==> config.mk <==
export PLATFORM = sky130hd
export DESIGN_NAME = ksa_round_key_fetch
export DESIGN_NICKNAME = d
export VERILOG_FILES = /design/src/rtl/ksa_round_key_fetch.sv
export SDC_FILE = /design/constraint.sdc
export NUM_CORES = 1
export LEC_CHECK = 0
export CAP_MARGIN = 20
export CORE_MARGIN = 4
export CORE_UTILIZATION = 55
export DETAILED_ROUTE_END_ITERATION = 10
export GPL_TIMING_DRIVEN = 0
export PLACE_DENSITY = 0.84
export SLEW_MARGIN = 20
export SYNTH_ARGS = -nofsm -noshare
export SYNTH_HDL_FRONTEND = slang
export SYNTH_SLANG_ARGS = --single-unit
==> constraint.sdc <==
create_clock -name CLK -period 2.8 [get_ports CLK]
set_input_delay 0.42 -clock CLK [delete_from_list [all_inputs] [get_ports CLK]]
set_output_delay 0.42 -clock CLK [all_outputs]
set_load 0.005 [all_outputs]
==> src/rtl/ksa_round_key_fetch.sv <==
// Round-key fetch stage: walks the key-schedule memory and presents 128-bit round keys over valid/ready.
// Optional macro RK_PREFETCH_EN adds a second key buffer so fetching key k+1 overlaps presentation of key k.
module ksa_round_key_fetch (
  input  logic         CLK,
  input  logic         RST,
  input  logic         start,
  input  logic         key_done,
  input  logic [1:0]   key_size,
  input  logic         E_D,
  output logic [5:0]   ksa_addr,
  input  logic [31:0]  ksa_data,
  output logic         rk_valid,
  input  logic         rk_ready,
  output logic [127:0] rk_data,
  output logic [3:0]   rk_round,
  output logic         rk_last,
  output logic         busy,
  output logic         err
);

  // Handshake: a key transfers on any rising edge where rk_valid && rk_ready; while rk_valid is
  // high and rk_ready low, rk_data/rk_round/rk_last hold, and rk_valid only falls after a transfer,
  // an abort (key_done low while busy) or reset.

  typedef enum logic [1:0] {
    IDLE  = 2'd0,
    FETCH = 2'd1,
    DRAIN = 2'd2,
    HOLD  = 2'd3
  } state_t;

`ifdef RK_PREFETCH_EN
  localparam logic [1:0] DEPTH = 2'd2;
`else
  localparam logic [1:0] DEPTH = 2'd1;
`endif

  state_t       state;
  logic [1:0]   sz;
  logic         enc;

  // Address engine: one key's four word addresses at a time.
  logic         fetch_on;
  logic [1:0]   wcnt;
  logic [3:0]   fetch_round;
  logic [3:0]   next_round;
  logic         fetched_all;

  // Capture pipeline: data arrives one cycle after its address.
  logic         cap_pend;
  logic [1:0]   cap_idx;
  logic [3:0]   cap_round;
  logic [95:0]  asm_q;

  // Buffer slots reserved by keys that are in flight or waiting to be taken.
  logic [1:0]   res_cnt;

`ifdef RK_PREFETCH_EN
  logic         b_valid;
  logic [127:0] b_data;
  logic [3:0]   b_round;
  logic         b_last;
`endif

  function automatic logic [3:0] nr_of(input logic [1:0] s);
    logic [3:0] n;
    case (s)
      2'b00:   n = 4'd10;
      2'b01:   n = 4'd12;
      default: n = 4'd14;
    endcase
    return n;
  endfunction

  // Decrypt walks the schedule backwards, so round r uses key index Nr - r.
  function automatic logic [5:0] key_addr(input logic [3:0] r, input logic [3:0] n, input logic e);
    logic [3:0] k;
    k = e ? r : (n - r);
    return {k, 2'b00};
  endfunction

  logic [3:0]   nr;
  logic [3:0]   start_nr;
  logic         pop;
  logic         push;
  logic [127:0] push_data;
  logic         push_last;
  logic         addr_free;
  logic [1:0]   res_after_pop;
  logic         launch;
  logic         start_ok;
  logic         abort;

  assign nr       = nr_of(sz);
  assign start_nr = nr_of(key_size);
  assign busy     = (state != IDLE);

  always_comb begin
    pop           = rk_valid && rk_ready;
    push          = cap_pend && (cap_idx == 2'd3);
    push_data     = {asm_q, ksa_data};
    push_last     = (cap_round == nr);
    addr_free     = !fetch_on || (wcnt == 2'd3);
    res_after_pop = res_cnt - {1'b0, pop};
    launch        = (state != IDLE) && !fetched_all && addr_free && (res_after_pop < DEPTH);
    start_ok      = start && key_done && (key_size != 2'b11);
    abort         = (state != IDLE) && !key_done;
  end

  always_ff @(posedge CLK) begin
    if (RST || abort) begin
      state       <= IDLE;
      err         <= abort && !RST;
      sz          <= 2'b00;
      enc         <= 1'b0;
      fetch_on    <= 1'b0;
      wcnt        <= 2'd0;
      fetch_round <= 4'd0;
      next_round  <= 4'd0;
      fetched_all <= 1'b0;
      cap_pend    <= 1'b0;
      cap_idx     <= 2'd0;
      cap_round   <= 4'd0;
      asm_q       <= '0;
      res_cnt     <= 2'd0;
      ksa_addr    <= 6'd0;
      rk_valid    <= 1'b0;
      rk_data     <= '0;
      rk_round    <= 4'd0;
      rk_last     <= 1'b0;
`ifdef RK_PREFETCH_EN
      b_valid     <= 1'b0;
      b_data      <= '0;
      b_round     <= 4'd0;
      b_last      <= 1'b0;
`endif
    end else begin
      err <= 1'b0;
      case (state)
        IDLE: begin
          if (start) begin
            if (start_ok) begin
              sz          <= key_size;
              enc         <= E_D;
              state       <= FETCH;
              fetch_on    <= 1'b1;
              wcnt        <= 2'd0;
              fetch_round <= 4'd0;
              next_round  <= 4'd1;
              fetched_all <= 1'b0;
              cap_pend    <= 1'b0;
              res_cnt     <= 2'd1;
              ksa_addr    <= key_addr(4'd0, start_nr, E_D);
            end else begin
              err <= 1'b1;
            end
          end
        end

        default: begin
          // Address engine: a new key may follow directly behind the last word of the previous one.
          if (launch) begin
            fetch_on    <= 1'b1;
            wcnt        <= 2'd0;
            fetch_round <= next_round;
            ksa_addr    <= key_addr(next_round, nr, enc);
            next_round  <= next_round + 4'd1;
            if (next_round == nr) fetched_all <= 1'b1;
          end else if (fetch_on && (wcnt != 2'd3)) begin
            wcnt     <= wcnt + 2'd1;
            ksa_addr <= ksa_addr + 6'd1;
          end else begin
            fetch_on <= 1'b0;
            ksa_addr <= 6'd0;
          end

          cap_pend  <= fetch_on;
          cap_idx   <= wcnt;
          cap_round <= fetch_round;
          if (cap_pend) begin
            case (cap_idx)
              2'd0:    asm_q[95:64] <= ksa_data;
              2'd1:    asm_q[63:32] <= ksa_data;
              2'd2:    asm_q[31:0]  <= ksa_data;
              default: asm_q        <= asm_q;
            endcase
          end

          res_cnt <= res_cnt - {1'b0, pop} + {1'b0, launch};

`ifdef RK_PREFETCH_EN
          // Two-entry FIFO: the output registers are the head, b_* the tail.
          if (!rk_valid || pop) begin
            if (b_valid) begin
              rk_valid <= 1'b1;
              rk_data  <= b_data;
              rk_round <= b_round;
              rk_last  <= b_last;
              b_valid  <= push;
              if (push) begin
                b_data  <= push_data;
                b_round <= cap_round;
                b_last  <= push_last;
              end
            end else if (push) begin
              rk_valid <= 1'b1;
              rk_data  <= push_data;
              rk_round <= cap_round;
              rk_last  <= push_last;
            end else begin
              rk_valid <= 1'b0;
            end
          end else if (push) begin
            b_valid <= 1'b1;
            b_data  <= push_data;
            b_round <= cap_round;
            b_last  <= push_last;
          end
`else
          // Reservation guarantees the single slot is empty whenever a key completes.
          if (push) begin
            rk_valid <= 1'b1;
            rk_data  <= push_data;
            rk_round <= cap_round;
            rk_last  <= push_last;
          end else if (pop) begin
            rk_valid <= 1'b0;
          end
`endif

          if (launch || (fetch_on && (wcnt != 2'd3))) begin
            state <= FETCH;
          end else if (fetch_on) begin
            state <= DRAIN;
          end else begin
            state <= HOLD;
          end

          // The final key has been taken: the sequence is complete.
          if (pop && rk_last) begin
            state    <= IDLE;
            rk_valid <= 1'b0;
            rk_round <= 4'd0;
            rk_last  <= 1'b0;
            fetch_on <= 1'b0;
            cap_pend <= 1'b0;
            ksa_addr <= 6'd0;
            res_cnt  <= 2'd0;
`ifdef RK_PREFETCH_EN
            b_valid  <= 1'b0;
`endif
          end
        end
      endcase
    end
  end

endmodule

# --- Yosys cells after proc, flatten, opt, wreduce, memory -nomap -nowiden ---
# Index checks and enable logic that the tools add are counted.
totals:
  word_cells: 137
  inputBits: 40
  out_inout_bits: 142
  ff_bits: 263
classes:
  muxes: 55
  order_cmp: 1
  n_eq_ne: 13
  reduce_logical: 40
  add_sub_neg: 6
  bitwise_logic: 1
op_table:
  columns: ["op", "n"]
  rows:
  - ["two-way mux 4 bit", 12]
  - ["two-way mux 6 bit", 6]
  - ["two-way mux 2 bit", 12]
  - ["two-way mux 1 bit", 23]
  - ["AND reduction 3 bit", 7]
  - ["one-hot mux 3 bit (2 select lines)", 2]
  - ["logical AND 1 bit", 11]
  - ["== test 4 bit", 2]
  - ["zero test 2 bit", 4]
  - ["inequality test 2 bit (second input constant)", 4]
  - ["AND reduction 2 bit", 4]
  - ["nonzero test 2 bit", 4]
  - ["adder 6 x 1 -> 6 bit (second input constant)", 1]
  - ["== test 2 x 1 -> 1 bit (second input constant)", 3]
  - ["== test 2 bit (second input constant)", 3]
  - ["nonzero test 3 bit", 2]
  - ["adder 4 x 1 -> 4 bit (second input constant)", 1]
  - ["zero test 1 bit", 4]
  - ["inequality test 4 x 2 -> 1 bit (second input constant)", 1]
  - ["AND reduction 4 bit", 1]
  - ["subtractor 4 bit", 1]
  - ["logical OR 1 bit", 3]
  - ["adder 2 x 1 -> 2 bit", 1]
  - ["adder 2 x 1 -> 2 bit (second input constant)", 1]
  - ["other kinds (3)", 3]

# --- Longest topological paths before layout ---
# Gate-level depths: netlist of run 1.
logic_depth:
  ltp_word: 8
  depth_mapped: 8
  depth_no_buf: 8

# --- Worst setup path before layout of run 1 ---
# Ideal clock, no wire load.
synth_timing:
  path_kind: "input-to-reg"
  from: "input rk_ready"
  to: "register next_round[3]"
  path_slack_ps: 779
  required_ps: 2740
  setup_ps: 60
  t_arrival_ps: 1961
  cell_stages: 7
  n_path_buf: 0
  path_cell_list: "and2_1 ha_1 nand2b_1 nor4_4 o21ai_4 or4_1 nand2_1"
synth_between:
  elab_chain_cells: 6
synth_rtl:
  columns: ["element", "line", "rtl"]
  rows:
  - ["start, declared", "13", "input logic rk_ready,"]
  - ["logical AND 1 bit", "99", "pop = rk_valid && rk_ready;"]
  - ["subtractor 2 x 1 -> 2 bit", "104", "res_after_pop = res_cnt - {1'b0, pop};"]
  - ["< comparator 2 x 1 -> 1 bit", "105", "launch = (state != IDLE) && !fetched_all && addr_free && (res_after_pop < DEPTH);"]
  - ["logical AND 1 bit", "105", null]
  - ["nonzero test 2 bit (no line)", null, null]
  - ["AND reduction 3 bit (no line)", null, null]
  - ["end signal, assigned", "167", "next_round <= next_round + 4'd1;"]
  - ["end, declared", "46", "logic [3:0] next_round;"]
# Every way passes these cells.
# A chain may end at the register's enable or synchronous reset.

# --- Worst setup path in the final report of run 1 ---
layout_timing:
  from: "register state[0]"
  to: "output busy"
layout_between:
  elab_chain_cells: 1
layout_rtl:
  columns: ["element", "line", "rtl"]
  rows:
  - ["start, declared", "38", "state_t state;"]
  - ["start signal, assigned", "112", "state <= IDLE;"]
  - ["start signal, assigned", "145", "state <= FETCH;"]
  - ["start signal, assigned", "232", "state <= FETCH;"]
  - ["nonzero test 2 bit", "96", "assign busy = (state != IDLE);"]
  - ["end, declared", "17", "output logic busy,"]
# Every way passes these cells.

==> impl_metrics.tcl, run 1 <==
set metrics [dict create \
    endpoint "busy" \
    syn_nets 1252 \
    drt_pre_antenna_iters 5 \
    clk_pin_slew_ns 0.06 \
    endpoint_kind "output pin" \
    antenna_cells 0 \
    ff2ff_setup_slack_ns 0.41 \
    cts_hold_buffers 0 \
    die-area_um2 19600 \
    crit_arrival_ns 2.05 \
    cap_violations 0 \
    hold_class "reg2reg" \
    grt.total_usage 0.284 \
    drv_slew 0 \
    coreArea_um2 16800 \
    via_per_inst 5.52 \
    synthToLayoutAreaGrowth_pct 31.1 \
    multi_input_area_um2 3920 \
    startpoint_type "register" \
    antenna_found_initial 0 \
    p_leak_nw 4.18 \
    cp_slowest_stage_delay_ns 0.59 \
    ys_async_sr_fraction 0 \
    place_ws_ns 0.0106 \
    reg2reg_from "state[0]$_SDFFE_PN0P_" \
    relSlewSlack 0.513 \
    dp_hpwl_um 20100 \
    gp_congestion 0.855 \
    vias 9115 \
    outcome "complete, no violations" \
    cts_tree "done" \
    routed_wl_um 28800 \
    netlist_area_um2 9570 \
    drive_above_1_share 0.0573 \
    rows 47 \
    synth_cell_types 48 \
    fill_cells 1342 \
    register_area_um2 5270 \
    grt_pass1_wl_um 45600 \
    gr-total-overflow 0 \
    slowest_stage "clkdlybuf4s50_1" \
    setup_violations 0 \
    rr_worst_depth 8 \
    regToRegEndpoint "rk_data[55]$_SDFFE_PN0P_" \
    skew_ns 0.00883 \
    cp_max_fo 19 \
    h-tree-depth 1 \
    numCtsBuffers 26 \
    ys_seq_area_frac 0.550 \
    p_total_mw 8.27 \
    wl_per_cell_um 17.4 \
    critPathBufInv 3 \
    die_h_um 140 \
    path_cells "nor2_1 > inv_1 > buf_2 > clkdlybuf4s50_1" \
    drt_iter0_drc 840 \
    grt_max_degree 20 \
    yosys_most_used_dff "dfxtp_1" \
    fmax_mhz 405 \
    fin_crit_sh 0.882 \
    avgSynthCellArea_um2 7.95 \
    synth-edff-count 0 \
    netlist_instances 1204 \
    io_pins 182 \
    portBuffers 181 \
    ys_warn_count 0 \
    die_x_um 140 \
    powerDensity_nw_per_um2 659 \
    start_util 0.569 \
    nNetsFinal 1460 \
    met3_usage 0.0641 \
    met1_usage 0.370 \
    met2_usage 0.473 \
    ir_drop_mv 0.506 \
    grt_pass1_vias 8576 \
    worstPathRequired_ns 2.38 \
    drcViolationCount 0 \
    tightest_slew_ns 0.731 \
    rsz0062_at_grt "false" \
    cts_buffer_depth 3 \
    drtAntennaViolNets 0 \
    cp_top_family "buffers and inverters" \
    cp.depth 4 \
    crit_type "reg2out" \
    ys_ff_latch 263 \
    final.setup.tns_ns 0 \
    startpoint "state[0]$_SDFFE_PN0P_" \
    period_minus_slack_ns 2.47 \
    hold_viol 0 \
    clock_latency_ns 0.54 \
    postCtsSetupBuffers 0 \
    grt-busiest-layer "met2" \
    setup_ws_ns 0.329 \
    cts-root-buf "clkbuf_16" \
    cts.sinks 263 \
    cts_resized 0 \
]
## metrics by stage
stage	cells	area (um^2)	utilization	hold slack [ns]
after floorplan	1204	9570	-	0.427
after global placement	1605	11700	0.693	0.437
after detailed placement	1605	11700	0.693	0.444
after CTS	1650	12500	0.746	0.447
after global routing	1650	12500	0.746	0.460
final	1650	12500	0.746	0.448
## Yosys cell counts, types with 2 or more instances
library cell	instances	area share
nand4b_1	2	0.0018
inv_1	8	0.0031
dfxtp_1	263	0.55
nand2b_1	5	0.0033
xor2_1	2	0.0018
clkbuf_1	45	0.018
nand2_1	473	0.19
nor2_1	30	0.012
a31oi_1	2	0.0013
nand3_1	9	0.0047
a21oi_1	244	0.13
ha_1	7	0.0092
nor4_1	4	0.0026
xnor2_1	6	0.0055
mux2i_1	7	0.0073
o21ai_0	10	0.0052
and2_1	2	0.0013
buf_1	6	0.0024
nand4_1	3	0.0020
o31ai_1	3	0.0024
nor3b_1	3	0.0024
o22ai_1	3	0.0020
or4_1	2	0.0016
nor3_1	3	0.0016
buf_2	31	0.016
a32oi_1	2	0.0018
a22oi_1	6	0.0047
and3_1	2	0.0013
o21ai_1	2	0.0010
## state kept, by name, indices dropped and copies added (netlist names), 2 cells and up
signal       count
rk_data        128
asm_q           96
ksa_addr         6
cap_round        4
fetch_round      4
next_round       4
rk_round         4
cap_idx          2
res_cnt          2
state            2
sz               2
wcnt             2
## placed cells by master (no fill, tap or decap), drive strengths merged, types with 2 or more instances in the layout
cell type | Yosys | routed
nand4 | 3 | 3
nand2b | 5 | 5
or4 | 2 | 2
a21oi | 245 | 245
nor3 | 3 | 3
a32oi | 2 | 2
o31ai | 3 | 3
nand4b | 2 | 2
clkbuf | 45 | 81
inv | 8 | 8
xnor2 | 6 | 6
nand2 | 473 | 473
nand3 | 9 | 9
nor4 | 5 | 5
a31oi | 3 | 3
o22ai | 3 | 3
clkinv | 0 | 6
and2 | 2 | 2
nor2 | 30 | 30
and3 | 2 | 2
bufinv | 0 | 3
buf | 38 | 37
o21ai | 13 | 13
xor2 | 2 | 2
dfxtp | 263 | 263
ha | 7 | 7
a22oi | 6 | 6
or2 | 2 | 2
nor2b | 2 | 2
mux2i | 7 | 7
nor3b | 4 | 4
clkdlybuf4s50 | 0 | 181
## how the worst min path moves through the flow
| stage | slack, ns | depth (start not counted) | from | to |
|---|---|---|---|---|
| 6_report | 0.45 | 2 | asm_q[82]$_SDFFE_PN0P_ | rk_data[114]$_SDFFE_PN0P_ |
| 5_1_grt | 0.46 | 2 | asm_q[44]$_SDFFE_PN0P_ | rk_data[76]$_SDFFE_PN0P_ |
| 4_1_cts | 0.45 | 2 | asm_q[82]$_SDFFE_PN0P_ | rk_data[114]$_SDFFE_PN0P_ |
| 3_5_place_dp | 0.44 | 2 | asm_q[76]$_SDFFE_PN0P_ | rk_data[108]$_SDFFE_PN0P_ |
| 3_3_place_gp | 0.44 | 2 | asm_q[79]$_SDFFE_PN0P_ | rk_data[111]$_SDFFE_PN0P_ |
| 2_1_floorplan | 0.43 | 2 | fetched_all$_SDFFE_PN0P_ | fetched_all$_SDFFE_PN0P_ |
## power by group
part / switching [mW] / internal [mW]
logic: 0.544 / 0.262
clock network: 1.46 / 2.16
registers: 0.0542 / 3.79
## layer usage
layer	vias up	wire [um]
li1	4359	-
met5	-	0
met2	433	13400
met1	4249	11600
met3	74	2810
met4	0	960
## layout make-up
| type | count | share of cell area |
|---|---|---|
| inverters | 8 | 0.00239 |
| well taps | 220 | 0.0219 |
| repair buffers | 181 | 0.144 |
| clock inverters | 10 | 0.0111 |
| plain buffers | 82 | 0.0282 |
| clock buffers | 36 | 0.0604 |
| multi-input cells | 850 | 0.312 |
| flip-flops and latches | 263 | 0.420 |
## cell families after synthesis
| group | Yosys count | share of synthesized area |
|---|---|---|
| AND/OR/NAND/NOR | 546 | 0.228 |
| AO/OA/AOI/OAI | 281 | 0.155 |
| adder cells (fa/ha/maj) | 8 | 0.0112 |
| buffers and inverters | 91 | 0.0405 |
| flip-flops | 263 | 0.550 |
| XOR/XNOR | 8 | 0.00732 |
| multiplexers | 7 | 0.00732 |
## worst reg2reg max path: cells and delay by family (launching register included)
| family | cells | cell delay (ns) |
|---|---|---|
| AO/OA/AOI/OAI | 1 | 0.09 |
| AND/OR/NAND/NOR | 3 | 0.24 |
| buffers and inverters | 4 | 1.61 |
| flip-flops | 1 | 0.31 |
Power figures use the tool's default switching activity.
==> run 2: changes to the inputs <==
--- a/config.mk
+++ b/config.mk
@@ -7,11 +7,9 @@
 export LEC_CHECK = 0
 export CAP_MARGIN = 20
 export CORE_MARGIN = 4
-export CORE_UTILIZATION = 55
+export CORE_UTILIZATION = 30
 export DETAILED_ROUTE_END_ITERATION = 10
 export GPL_TIMING_DRIVEN = 0
-export PLACE_DENSITY = 0.84
-export SLEW_MARGIN = 20
 export SYNTH_ARGS = -nofsm -noshare
 export SYNTH_HDL_FRONTEND = slang
 export SYNTH_SLANG_ARGS = --single-unit
==> run 2 against run 1 <==
  * Clock power grew 5%
  * Setup slack lost 0.049 ns
  * Sequential share of layout area shrank 0.90 points
  * Final area grew 2.2%
  * Clock skew grew 0.0021 ns
  * Global-route usage shrank 11 points
  * Critical path depth is the same
  * Critical path type unchanged
  * First-iteration DRC count shrank 15%
  * Non-clock buffer count is the same
  * Combinational power grew 2%
==> impl_metrics.tcl, run 2 (same netlist as run 1, synthesis figures left out) <==
set metrics [dict create \
    ir_drop_mv 0.544 \
    start_util 0.304 \
    cts_buffer_depth 3 \
    grt_max_degree 20 \
    drtAntennaViolNets 0 \
    drcViolationCount 0 \
    die_x_um 187 \
    setup_violations 0 \
    relSlewSlack 0.406 \
    drt_pre_antenna_iters 5 \
    final_cell_mix "nand2_1 (473), dfxtp_1 (263), a21oi_1 (244)" \
    die_h_um 187 \
    cts-root-buf "clkbuf_16" \
    grt.total_usage 0.173 \
    fin_crit_sh 0.900 \
    period_minus_slack_ns 2.52 \
    coreArea_um2 31500 \
    cts_resized 0 \
    vias 8786 \
    cp_max_fo 19 \
    synthToLayoutAreaGrowth_pct 34.0 \
    regMostFlops "rk_data" \
    rsz0062_at_grt "false" \
    endpoint_kind "output pin" \
    cts.sinks 263 \
    routed_wl_um 31200 \
    holdWs_ns 0.447 \
    gp_congestion 0.851 \
    h-tree-depth 1 \
    grt_pass1_wl_um 48800 \
    grt_pass1_vias 8428 \
    drt_iter0_drc 715 \
    critPathBufInv 3 \
    wl_per_cell_um 17.0 \
    slowest_stage "clkdlybuf4s50_1" \
    clock_latency_ns 0.54 \
    nNetsFinal 1463 \
    fmax_mhz 397 \
    die-area_um2 34800 \
    portBuffers 181 \
    cap_violations 0 \
    antenna_cells 0 \
    mostFrequentLayoutCell "nand2_1" \
    gr-total-overflow 0 \
    tightest_slew_ns 0.889 \
    fill_cells 3224 \
    crit_arrival_ns 2.10 \
    cts_tree "done" \
    dp_cells 1787 \
    final_cells 1836 \
    dp_hpwl_um 22800 \
    outcome "complete, no violations" \
    clk_pin_slew_ns 0.06 \
    cp_top_family "buffers and inverters" \
    antenna_found_initial 0 \
    largest_reg_flops 128 \
    drv_slew 0 \
    cp_slowest_stage_delay_ns 0.59 \
    top_regs "rk_data (128), asm_q (96), ksa_addr (6)" \
    via_per_inst 4.79 \
    drive_above_1_share 0.0586 \
    powerDensity_nw_per_um2 659 \
    startpoint_type "register" \
    io_pins 182 \
    numCtsBuffers 29 \
    path_cells "nor2_1 > inv_1 > buf_2 > clkdlybuf4s50_1" \
    hold_class "reg2reg" \
    p_leak_nw 4.20 \
    skew_ns 0.0110 \
    final.setup.tns_ns 0 \
    postCtsSetupBuffers 0 \
    hold_viol 0 \
    crit_type "reg2out" \
    worstPathRequired_ns 2.38 \
    cts_hold_buffers 0 \
    rows 65 \
]
[run 2: area by class of cell]
class | count | area, um^2 | area share
well taps | 402 | 503 | 0.0392
plain buffers | 82 | 354 | 0.0276
inverters | 8 | 30.0 | 0.00234
repair buffers | 181 | 1810 | 0.141
multi-input cells | 850 | 3920 | 0.305
flip-flops and latches | 263 | 5270 | 0.411
clock buffers | 41 | 841 | 0.0656
clock inverters | 9 | 104 | 0.00810
[run 2: path summary, 6_finish.rpt]
path	from	endpoint	slack, ns	cells after the start
worst max-delay path	state[0]$_SDFFE_PN0P_	busy	0.28	4
worst min-delay path	asm_q[75]$_SDFFE_PN0P_	rk_data[107]$_SDFFE_PN0P_	0.45	2
worst max register to register	state[0]$_SDFFE_PN0P_	rk_data[52]$_SDFFE_PN0P_	0.51	8
worst min register to register	asm_q[75]$_SDFFE_PN0P_	rk_data[107]$_SDFFE_PN0P_	0.45	2
[run 2: per-layer routing]
metal,part of all wire,wire [um],vias to the layer above,global-route usage
met5,0,0,-,0
met4,0.029,896,0,0.0509
met3,0.066,2070,50,0.0404
met2,0.45,13900,242,0.276
met1,0.46,14300,4129,0.234
li1,-,-,4365,-
[run 2: report_power, final]
group	total, mW	leakage [nW]	switching [mW]	internal (mW)
clock network	3.79	0.462	1.53	2.26
logic	0.819	1.62	0.558	0.261
registers	3.85	2.12	0.0569	3.79
total	8.46	4.20	2.14	6.31
[run 2: tightest hold or removal path, cell delays in order, from the launching register on]
cell	delay, ns
dfxtp_1	0.31
nand2_1	0.05
a21oi_1	0.05
[run 2: metrics by stage]
stage	power, mW	util	area (um^2)	setup slack, ns
final	8.46	0.407	12800	0.281
after global routing	8.77	0.407	12800	0.144
after CTS	8.53	0.407	12800	0.270
after detailed placement	4.76	0.378	11900	0.0384
after global placement	4.75	0.378	11900	0.0522
after floorplan	4.39	-	9570	0.779
==> run 3: changes to the inputs <==
--- a/config.mk
+++ b/config.mk
@@ -7,9 +7,10 @@
 export LEC_CHECK = 0
 export CAP_MARGIN = 20
 export CORE_MARGIN = 4
-export CORE_UTILIZATION = 30
+export CORE_UTILIZATION = 56
 export DETAILED_ROUTE_END_ITERATION = 10
 export GPL_TIMING_DRIVEN = 0
+export PLACE_DENSITY = 0.85
 export SYNTH_ARGS = -nofsm -noshare
 export SYNTH_HDL_FRONTEND = slang
 export SYNTH_SLANG_ARGS = --single-unit
==> run 3 against run 2 <==
  * Die area down 45%
  * Power is 4.1% lower
  * Via count rose by 4.4%
  * Clock power decreased by 8.7%
  * Critical path depth unchanged
  * Clock skew is 0.0083 ns higher
  * Combinational power fell by 1%
  * Fmax rose by 1.1%
  * Utilization is 34 points higher
  * Routed wire length is 7.7% lower
  * Final cell count is 10% lower
  * Sequential power is essentially flat
==> impl_metrics.tcl, run 3 (same netlist as run 1, synthesis figures left out) <==
set metrics [dict create \
    grt_pass1_vias 8724 \
    drt_pre_antenna_iters 5 \
    drtAntennaViolNets 0 \
    period_minus_slack_ns 2.49 \
    hold_viol 0 \
    setup_violations 0 \
    path_cells "nor2_1 > inv_1 > buf_2 > clkdlybuf4s50_1" \
    endpoint_kind "output pin" \
    gr-total-overflow 0 \
    clk_pin_slew_ns 0.06 \
    cts_tree "done" \
    clock_latency_ns 0.53 \
    outcome "complete, no violations" \
    ir_drop_mv 0.461 \
    cap_violations 0 \
    synthToLayoutAreaGrowth_pct 30.7 \
    postCtsSetupBuffers 0 \
    final.setup.tns_ns 0 \
    grt_pass1_wl_um 45100 \
    crit_arrival_ns 2.07 \
    crit_type "reg2out" \
    cp_slowest_stage_delay_ns 0.58 \
    final_cell_mix "nand2_1 (473), dfxtp_1 (263), a21oi_1 (244)" \
    p_total_mw 8.11 \
    startpoint_type "register" \
    cp_max_fo 19 \
    nNetsFinal 1460 \
    largest_reg_flops 128 \
    tightest_slew_ns 0.787 \
    p_leak_nw 4.16 \
    post-route-util 0.751 \
    rows 47 \
    slowest_stage "clkdlybuf4s50_1" \
    dp_hpwl_um 20100 \
    gp_congestion 0.938 \
    wl_per_cell_um 17.4 \
    skew_ns 0.0192 \
    cts_hold_buffers 0 \
    start_util 0.575 \
    worstPathRequired_ns 2.38 \
    fin_crit_sh 0.890 \
    die-area_um2 19200 \
    numCtsBuffers 26 \
    portBuffers 181 \
    grt.total_usage 0.286 \
    die_x_um 139 \
    cp_top_family "buffers and inverters" \
    vias 9175 \
    antenna_cells 0 \
    mostFrequentLayoutCell "nand2_1" \
    io_pins 182 \
    relSlewSlack 0.474 \
    h-tree-depth 1 \
    routed_wl_um 28800 \
    powerDensity_nw_per_um2 649 \
    drive_above_1_share 0.0566 \
    critPathBufInv 3 \
    die_h_um 139 \
    cts_resized 0 \
    top_regs "rk_data (128), asm_q (96), ksa_addr (6)" \
    coreArea_um2 16600 \
    cts-root-buf "clkbuf_16" \
    fill_cells 1218 \
    rsz0062_at_grt "false" \
    cts.sinks 263 \
    drt_iter0_drc 829 \
    cts_buffer_depth 3 \
    via_per_inst 5.55 \
    fmax_mhz 401 \
    hold_class "reg2reg" \
    drcViolationCount 0 \
    antenna_found_initial 0 \
    drv_slew 0 \
    regMostFlops "rk_data" \
    grt_max_degree 20 \
]
## run 3: cell count changes in the layout (fill, tap and decap cells not counted), sizes merged
cell      delta
clkinvlp     -1
inv          -1
clkinv       +3
clkbuf       -2
bufinv       -1
## run 3: area by class of cell
class | instances | area, um^2 | share of cell area
buffer | 82 | 354 | 0.0283
inverter | 8 | 30.0 | 0.00240
timing repair buffer | 181 | 1810 | 0.145
clock buffer | 39 | 781 | 0.0624
tap | 220 | 275 | 0.0220
clock inverter | 9 | 72.6 | 0.00580
multi-input combinational | 850 | 3920 | 0.313
sequential | 263 | 5270 | 0.421
## run 3: report_power, final
group          switching [mW]  internal [mW]  leakage (nW)
sequential             0.0553           3.79          2.12
combinational           0.545          0.263          1.62
clock                    1.44           2.02         0.425
total                    2.04           6.07          4.16
## run 3: path summary, 6_finish.rpt
| path | from | to | slack, ns | depth (start not counted) |
|---|---|---|---|---|
| hold reg to reg | asm_q[83]$_SDFFE_PN0P_ | rk_data[115]$_SDFFE_PN0P_ | 0.45 | 2 |
| hold / removal | asm_q[83]$_SDFFE_PN0P_ | rk_data[115]$_SDFFE_PN0P_ | 0.45 | 2 |
| setup / recovery | state[1]$_SDFFE_PN0P_ | busy | 0.31 | 4 |
| setup reg to reg | state[1]$_SDFFE_PN0P_ | rk_data[81]$_SDFFE_PN0P_ | 0.52 | 8 |
## run 3: tightest hold or removal path, stage by stage, from the launching register on
cell     delay [ns]
dfxtp_1        0.31
nand2_1        0.05
a21oi_1        0.05
## run 3: layer usage
| layer | GRT usage | share of wire | up-vias |
|---|---|---|---|
| met5 | 0 | 0 | - |
| met4 | 0.0927 | 0.031 | 0 |
| met3 | 0.0579 | 0.087 | 86 |
| met2 | 0.471 | 0.47 | 410 |
| met1 | 0.379 | 0.41 | 4324 |
| li1 | - | - | 4355 |
## run 3: per-stage QoR
stage               setup WS, ns  hold slack, ns  instances  cell area (um^2)
global route               0.215           0.469       1652             12500
floorplan                  0.779           0.427       1204              9570
detailed placement        0.0812           0.444       1605             11700
global placement           0.123           0.436       1605             11700
finish                     0.308           0.453       1652             12500
CTS                        0.297           0.452       1652             12500
